**src/rtl/mesh_wormhole_packetizer.sv**
```systemverilog
// mesh_wormhole_packetizer: turns a (dst, len) command plus payload words into HEAD/BODY/TAIL wormhole flits.
// Optional command checking is enabled by defining PACKETIZER_CMD_CHECK_EN.
module mesh_wormhole_packetizer #(
  parameter int ROW_N = 3,
  parameter int COL_M = 3,
  parameter int CHANNEL_W = 8,
  parameter int FLIT_ID_W = 2,
  parameter int LEN_W = 4,
  localparam int FLIT_DATA_W = CHANNEL_W - FLIT_ID_W,
  localparam int ROW_ADDR_W = $clog2(ROW_N),
  localparam int COL_ADDR_W = $clog2(COL_M)
) (
  input  logic                   clk_i,
  input  logic                   rst_ni,
  input  logic                   pkt_vld_i,
  output logic                   pkt_rdy_o,
  input  logic [ROW_ADDR_W-1:0]  pkt_dst_row_i,
  input  logic [COL_ADDR_W-1:0]  pkt_dst_col_i,
  input  logic [LEN_W-1:0]       pkt_len_i,
  input  logic [FLIT_DATA_W-1:0] pld_data_i,
  input  logic                   pld_vld_i,
  output logic                   pld_rdy_o,
  output logic [CHANNEL_W-1:0]   och_data_o,
  output logic                   och_vld_o,
  input  logic                   och_rdy_i,
  output logic                   err_o
);
  localparam logic [FLIT_ID_W-1:0] ID_HEAD = FLIT_ID_W'(2);
  localparam logic [FLIT_ID_W-1:0] ID_BODY = FLIT_ID_W'(0);
  localparam logic [FLIT_ID_W-1:0] ID_TAIL = FLIT_ID_W'(1);
  typedef enum logic [1:0] {IDLE, HEAD, PLD} state_t;
  state_t state_q, state_d;
  logic [LEN_W-1:0] rem_q, rem_d;
  logic [CHANNEL_W-1:0] data_d;
  logic vld_d, err_q, err_d, bad, cmd_acc, pld_acc, tail_fire;
`ifdef PACKETIZER_CMD_CHECK_EN
  assign bad = (int'(pkt_dst_row_i) >= ROW_N) || (int'(pkt_dst_col_i) >= COL_M) || (pkt_len_i == '0);
`else
  assign bad = 1'b0;
`endif
  assign pkt_rdy_o = state_q == IDLE;
  // rem_q==0 means the tail is already registered, so no further payload may enter
  assign pld_rdy_o = (state_q == PLD) && (rem_q != '0) && (!och_vld_o || och_rdy_i);
  assign cmd_acc = pkt_vld_i && pkt_rdy_o;
  assign pld_acc = pld_vld_i && pld_rdy_o;
  assign tail_fire = och_vld_o && och_rdy_i && (och_data_o[CHANNEL_W-1 -: FLIT_ID_W] == ID_TAIL);
  assign err_o = err_q;
  always_comb begin
    state_d = state_q;
    rem_d = rem_q;
    data_d = och_data_o;
    vld_d = och_vld_o && !och_rdy_i;
    err_d = 1'b0;
    case (state_q)
      IDLE: if (cmd_acc) begin
        err_d = bad;
        if (!bad) begin
          state_d = HEAD;
          rem_d = (pkt_len_i == '0) ? LEN_W'(1) : pkt_len_i;
          data_d = {ID_HEAD, FLIT_DATA_W'({pkt_dst_row_i, pkt_dst_col_i})};
          vld_d = 1'b1;
        end
      end
      HEAD: state_d = och_rdy_i ? PLD : HEAD;
      PLD: begin
        state_d = tail_fire ? IDLE : PLD;
        if (pld_acc) begin
          data_d = {(rem_q == LEN_W'(1)) ? ID_TAIL : ID_BODY, pld_data_i};
          vld_d = 1'b1;
          rem_d = rem_q - LEN_W'(1);
        end
      end
      default: state_d = IDLE;
    endcase
  end
  always_ff @(posedge clk_i or negedge rst_ni) begin
    if (!rst_ni) begin
      state_q <= IDLE;
      rem_q <= '0;
      och_data_o <= '0;
      och_vld_o <= 1'b0;
      err_q <= 1'b0;
    end else begin
      state_q <= state_d;
      rem_q <= rem_d;
      och_data_o <= data_d;
      och_vld_o <= vld_d;
      err_q <= err_d;
    end
  end
endmodule

```
**config.mk**
```make
export PLATFORM = sky130hd
export DESIGN_NAME = mesh_wormhole_packetizer
export DESIGN_NICKNAME = d
export VERILOG_FILES = /design/src/rtl/mesh_wormhole_packetizer.sv
export SDC_FILE = /design/constraint.sdc
export NUM_CORES = 1
export LEC_CHECK = 0
export CAP_MARGIN = 5
export CORE_ASPECT_RATIO = 0.9
export CORE_MARGIN = 2
export CORE_UTILIZATION = 39
export CTS_CLUSTER_DIAMETER = 80
export DETAILED_ROUTE_END_ITERATION = 12
export PLACE_DENSITY_LB_ADDON = 0.15
export SLEW_MARGIN = 20
export SYNTH_ARGS = -nofsm -noshare
export SYNTH_HDL_FRONTEND = slang
export SYNTH_SLANG_ARGS = --single-unit
```
**constraint.sdc**
```tcl
create_clock -name clk_i -period 1.7 [get_ports clk_i]
set_input_delay 0.17 -clock clk_i [delete_from_list [all_inputs] [get_ports clk_i]]
set_output_delay 0.17 -clock clk_i [all_outputs]
set_load 0.1 [all_outputs]
```
==> results.md <==
* Result of the run: complete, but fails checks
* Violated checks: negative setup slack
* Fillcell total at 178
* Global-route wire length before repair at roughly 3700 um
* Largest net degree at the start of global routing at 10
* Residual DRC count at 0
* Final critical-path setup slack at -122 ps
* Count of antenna-violating nets left after detailed routing at 0
* Routed len/inst at roughly 14 um
* Type of element capturing the critical path: flip-flop
* Netlist area before placement at about 870 um2
* Critical Path Source: rem_q[1]
* Simple-gate area share of the yosys netlist at 14.9%
* Violation count after the first detailed-routing iteration at 9
* Type of the worst min-delay path: in2async
* RSZ-0062 raised after global routing: yes
* Maximum single-stage delay on the critical path at approximately 400 ps
* Final count of negative-setup-slack endpoints at 13
* Cts bufs inserted at 3
* Count of vias placed by the detailed router at roughly 760
* Arrival time reported for the critical path endpoint at a little under 2000 ps
* Number of different library cells in the post-synthesis netlist at 30
* # placed instances at ~150
* Data required time of the critical path at approximately 1900 ps
* Number of enable-type register cells in the synthesized netlist at 0
* Register bit count reported by yosys at 15
* Maximum frequency from static timing analysis at approximately 550 MHz
* Total routing resource utilization after global routing at between 10% and 20%
* Initial cell density of the core at roughly 41%
* Final max-slew violation count at 0
* Share of the clock period used by the worst path at 107%
* Clock Sink Count at 15
* CP startpoint kind: flip-flop
* Dominant combinational cell family by area after synthesis: multiplexers
* Synthesized-area fraction occupied by ao, oa, aoi and oai cells at between 10% and 20%
* Max cap viols at 0
* Most common flop cell mapped by yosys: sky130_fd_sc_hd__dfrtp_1
* Die span in y at ~49 um
* Non-filler instance count after layout at between 150 and 200
* Crit Path Category: reg2reg
* Growth of design area from synthesis to finish at 61.2%
* Mean cell area of the mapped netlist at 10.6 um2
* Sum of overflow across all layers after global routing at 0
* HPWL after detailed placement at around 1700 um
* Placer Congestion at about 0.83
* List of cells traversed by the critical path: inv_2 -> ha_4 -> or3b_4 -> a41o_1 -> nor2b_4 -> mux2_4
* Cell Rows at 16
* Antenna violations before repair at 0
* Overall die area at between 2000 and 3000 um2
* Vias in the first global route at between 800 and 900
* Floorplan die width at between 50 and 60 um
* Clock-pin slew on the worst setup and hold paths at roughly 80 ps
* Multiplexer fraction of the synthesized cell area at approximately 20%
* Maximum net fanout on the critical path at 8
* Time the worst path needs with I/O delays and setup at ~1800 ps
* IO Pins at 31
* Sequential cell area fraction in the yosys report at approximately 43%
* Max stage delay cell, worst path: sky130_fd_sc_hd__dfrtp_1
* H-Tree Level Count at 1
* Core area at roughly 2100 um2
* Per-cell via count in the routed design at 4.82
* Parity-gate share of the synthesized area counting xor and xnor cells at 0%
* Syn Nets at 104
* Antenna Diode Count at 0
* Port Buffer Count at 29
* Number of hold violations in the final report at 0
* Final total negative setup slack at -961 ps
* Ratio of cells with drive above 1 in the final layout at a little over two fifths
* Worst r2r src: rem_q[1]
* Master cell of the clock root buffer: sky130_fd_sc_hd__clkbuf_4
* Flop-to-flop setup slack at -120 ps
* Post-route clock skew at between 3 and 4 ps
* Yosys warning count at 0
* Iteration count of the initial detailed-routing pass at 4
* Maximum number of buffers from clock root to sink at 2
* Insertion delay to the later sink of the worst-skew pair at roughly 280 ps
* Synthesized-area fraction occupied by adder cells at 4.31%
* Total Nets Final at 153
* WL final at 2120 um
* CTS tree: done
* Synthesized instance count at slightly above 80
* Fraction of registers with async set/reset at 100%
* Hold buffer count at cts at 0
==> worst max-delay path: cells and delay by family, from the launching register on <==
family / cells / cell delay, ps
AOI/OAI and AO/OA: 1 / 240
adders and majority gates: 1 / 120
buffers and inverters: 1 / 90
DFF: 1 / 400
muxes: 1 / 300
and+or+nand+nor: 2 / 560
==> placed cells by master, fill, tap and decap left out, types with 2 or more instances in the layout <==
cell type / netlist / routed
sky130_fd_sc_hd__ha_1: 3 / 2
sky130_fd_sc_hd__dfrtp_1: 15 / 14
sky130_fd_sc_hd__buf_12: 0 / 4
sky130_fd_sc_hd__nand2_1: 8 / 8
sky130_fd_sc_hd__mux2_2: 4 / 4
sky130_fd_sc_hd__clkbuf_4: 0 / 3
sky130_fd_sc_hd__mux2_4: 5 / 5
sky130_fd_sc_hd__o21ai_0: 4 / 3
sky130_fd_sc_hd__buf_6: 1 / 2
sky130_fd_sc_hd__buf_4: 2 / 25
sky130_fd_sc_hd__nor2_1: 4 / 3
sky130_fd_sc_hd__inv_1: 6 / 4
sky130_fd_sc_hd__a21oi_1: 3 / 2
sky130_fd_sc_hd__nor3_1: 3 / 3
sky130_fd_sc_hd__mux2i_1: 5 / 5
sky130_fd_sc_hd__nor2b_1: 2 / 2
sky130_fd_sc_hd__clkdlybuf4s50_1: 0 / 18
sky130_fd_sc_hd__inv_2: 0 / 2
==> stage by stage <==
| step | utilization, % | setup WS, ps | hold WS [ps] | instance area, um2 |
|---|---|---|---|---|
| 3_3_place_gp | 61.0 | -51.5 | 441 | 1310 |
| 5_1_grt | 65.5 | -165 | 141 | 1400 |
| 3_5_place_dp | 61.0 | -124 | 444 | 1310 |
| 4_1_cts | 64.8 | -125 | 138 | 1390 |
| 2_1_floorplan | - | -140 | -126 | 876 |
| 6_report | 65.5 | -122 | 142 | 1400 |
==> cells in the mapped netlist (2+ instances only) <==
| cell | n | area (um2) |
|---|---|---|
| sky130_fd_sc_hd__inv_1 | 6 | 22.5 |
| sky130_fd_sc_hd__buf_2 | 2 | 10.0 |
| sky130_fd_sc_hd__dfrtp_1 | 15 | 375 |
| sky130_fd_sc_hd__buf_4 | 2 | 15.0 |
| sky130_fd_sc_hd__nor2b_1 | 2 | 12.5 |
| sky130_fd_sc_hd__nor3_1 | 3 | 15.0 |
| sky130_fd_sc_hd__mux2i_1 | 5 | 50.1 |
| sky130_fd_sc_hd__mux2_4 | 5 | 75.1 |
| sky130_fd_sc_hd__nand2_1 | 8 | 30.0 |
| sky130_fd_sc_hd__a21oi_1 | 3 | 15.0 |
| sky130_fd_sc_hd__nor2_1 | 4 | 15.0 |
| sky130_fd_sc_hd__o21ai_0 | 4 | 20.0 |
| sky130_fd_sc_hd__ha_1 | 3 | 37.5 |
| sky130_fd_sc_hd__mux2_2 | 4 | 45.0 |
==> state kept, by name, summed over array words and instances (netlist names) <==
signal      flops
state_q         2
och_data_o      8
och_vld_o       1
rem_q           4
==> cells by family after synthesis <==
kind of cell    count (synthesis)
buf+inv                        11
fa+ha+maj                       3
flops                          15
simple gates                   24
compound gates                 14
other cells                     1
mux                            14
==> cell type report <==
cell class | count | area, um2 | share of cell area (%)
inverters | 6 | 22.5 | 1.60
well taps | 27 | 33.8 | 2.41
clock buffers | 4 | 26.3 | 1.87
repair buffers | 49 | 470 | 33.5
flip-flops and latches | 15 | 377 | 26.8
multi-input cells | 56 | 474 | 33.8
==> routing by layer <==
| metal | GRT usage [%] | up-vias | share of wire [%] | wire length [um] |
|---|---|---|---|---|
| met3 | 6.44 | 2 | 5.4 | 115 |
| li1 | - | 379 | - | - |
| met5 | 0 | - | 0 | 0 |
| met1 | 24.1 | 355 | 43 | 915 |
| met4 | 3.85 | 0 | 0.61 | 13 |
| met2 | 32.5 | 20 | 51 | 1080 |
==> repair_timing <==
item,in CTS,in global routing
buffers inserted,4,0
resized for setup,7,3
setup endpoints to repair,11,13
pin swaps,5,3
==> final timing paths <==
kind                                 end  depth (start not counted)
setup / recovery           och_data_o[3]                          6
hold / removal             och_data_o[3]                          1
setup reg to reg           och_data_o[3]                          6
hold reg to reg            och_data_o[1]                          1
max in group asynchronous  och_data_o[1]                          2
min in group clk_i         och_data_o[5]                          3
Power is not shown: default switching activity piles up to over one toggle a cycle in this logic, so the estimate is an artifact.
==> variant, RTL diff (same flow settings) <==
`CHANNEL_W`: 8 -> 7.
--- a/src/rtl/mesh_wormhole_packetizer.sv
+++ b/src/rtl/mesh_wormhole_packetizer.sv
@@ -3,7 +3,7 @@
 module mesh_wormhole_packetizer #(
   parameter int ROW_N = 3,
   parameter int COL_M = 3,
-  parameter int CHANNEL_W = 8,
+  parameter int CHANNEL_W = 7,
   parameter int FLIT_ID_W = 2,
   parameter int LEN_W = 4,
   localparam int FLIT_DATA_W = CHANNEL_W - FLIT_ID_W,
Interface: changed (resized och_data_o and pld_data_i); port bits go from 31 to 29. No check against the original RTL was run, so the function may have changed too.
==> variant against the unedited design <==
The flow still finishes with violations (negative setup slack). Final area decreased by 13%. Clock skew decreased by 2.9 ps. Synthesized area decreased by 13%. Non-clock buffer count decreased by 7. Setup slack improved by 50 ps. Sequential cell count decreased by 1. Routed wire length decreased by 18%. Via count decreased by 7.3%. Critical endpoint is now pld_rdy_o.
Power is left out: the tool's default activity adds up to more than one toggle a clock period on the data nets, which glitch-free logic cannot reach.
==> variant: results <==
{
  "outcome": "complete, but fails checks",
  "violations": "negative setup slack",
  "drc": 0,
  "fill_cells": 152,
  "grt_pass1_vias": 606,
  "setup_viol": 1,
  "synth-adder-area-share_pct": 4.95,
  "drtIter0Drc": 6,
  "synthMuxAreaShare_pct": 6.60,
  "io_buffer_count": 27,
  "viasPerCell": 4.80,
  "worst_slack_ps": -72.3,
  "skew_ps": 1.02,
  "drive_above_1_share_pct": 33.1,
  "r2r_cells": 7,
  "grt_usage_pct": 16.1,
  "crit_fanout": 2,
  "grt_max_degree": 15,
  "synth_area_leaders": "dfrtp_1, mux2i_1, o21ai_0",
  "nets": 143,
  "reg2reg_from": "rem_q[0]$_DFFE_PN0P_",
  "syn_nets": 100,
  "synth_warnings": 0,
  "reg2reg_slack_ps": 70,
  "dp_hpwl_um": 1300,
  "finalSetupTns_ps": -72.3,
  "grt_first_pass_wirelength_um": 2680,
  "reg2reg_to": "och_data_o[2]$_DFFE_PN0P_",
  "yosysSeqAreaShare_pct": 46.2,
  "worstPathArrival_ps": 1600,
  "crit_family": "simple AND/OR/NAND/NOR gates",
  "gp_congestion": 0.807,
  "synth_compound_area_share_pct": 15.3,
  "reg_top3": "och_data_o x7, rem_q x4, state_q x2"
}
-- variant: cell types whose count changed in the layout (fill, tap and decap cells not counted), moves of 3 or more --
cell	change
mux2_4	-5
mux2_2	-4
nor2_1	+4
inv_1	-3
buf_4	-4
o21ai_1	+4
nand2_1	+3
-- variant: worst register-to-register path, cell delays in order, from the launching register on --
cell and delay (ps):
dfrtp_1 400, inv_2 80, ha_4 120, or3b_4 370, a41oi_2 150, buf_6 170, buf_8 140, o21ai_0 90
-- variant: routing by layer --
metal	vias to the layer above	global-route usage (%)	wire length, µm
met4	0	11.4	21
met2	22	25.8	832
li1	359	-	-
met1	318	20.5	787
met3	2	2.30	100
met5	-	0	0
-- variant: logic make-up (layout without fill, tap and decap cells) --
family / Yosys count / count (layout)
buffers and inverters: 7 / 49
AO/OA/AOI/OAI: 17 / 17
flip-flops: 14 / 14
multiplexers: 5 / 5
adder cells (fa/ha/maj): 3 / 3
AND/OR/NAND/NOR: 32 / 32
other: 1 / 1
-- variant: cell type report --
type	instances	area share (%)
timing repair buffer	42	32.4
sequential	14	28.9
clock buffer	4	2.98
multi-input combinational	58	32.3
tap	25	2.57
inverter	3	0.925
-- variant: through the flow --
| step | cells | instance area [µm²] | setup WS (ps) | hold slack, ps |
|---|---|---|---|---|
| floorplan | 79 | 767 | 14.2 | -126 |
| global placement | 139 | 1130 | 34.8 | 469 |
| detailed placement | 139 | 1130 | -3.25 | 484 |
| CTS | 145 | 1200 | -76.2 | 196 |
| global route | 146 | 1220 | -117 | 220 |
| finish | 146 | 1220 | -72.3 | 197 |
-- variant: worst max-delay path by stage --
stage,slack (ps),endpoint,startpoint,depth (start not counted)
final,-70,pld_rdy_o,rem_q[0]$_DFFE_PN0P_,5
after global routing,-120,pld_rdy_o,rem_q[0]$_DFFE_PN0P_,5
after CTS,-80,pld_rdy_o,rem_q[1]$_DFFE_PN0P_,5
after detailed placement,-3,och_data_o[2]$_DFFE_PN0P_,rem_q[0]$_DFFE_PN0P_,7
after global placement,30,rem_q[0]$_DFFE_PN0P_,pkt_vld_i,7
after floorplan,10,rem_q[0]$_DFFE_PN0P_,rem_q[0]$_DFFE_PN0P_,7
-- variant: repair_timing --
action                     in CTS  in global routing
pin swaps                       2                  1
setup buffers                   2                  1
gates resized for setup         5                  8
setup endpoints to repair       7                  9
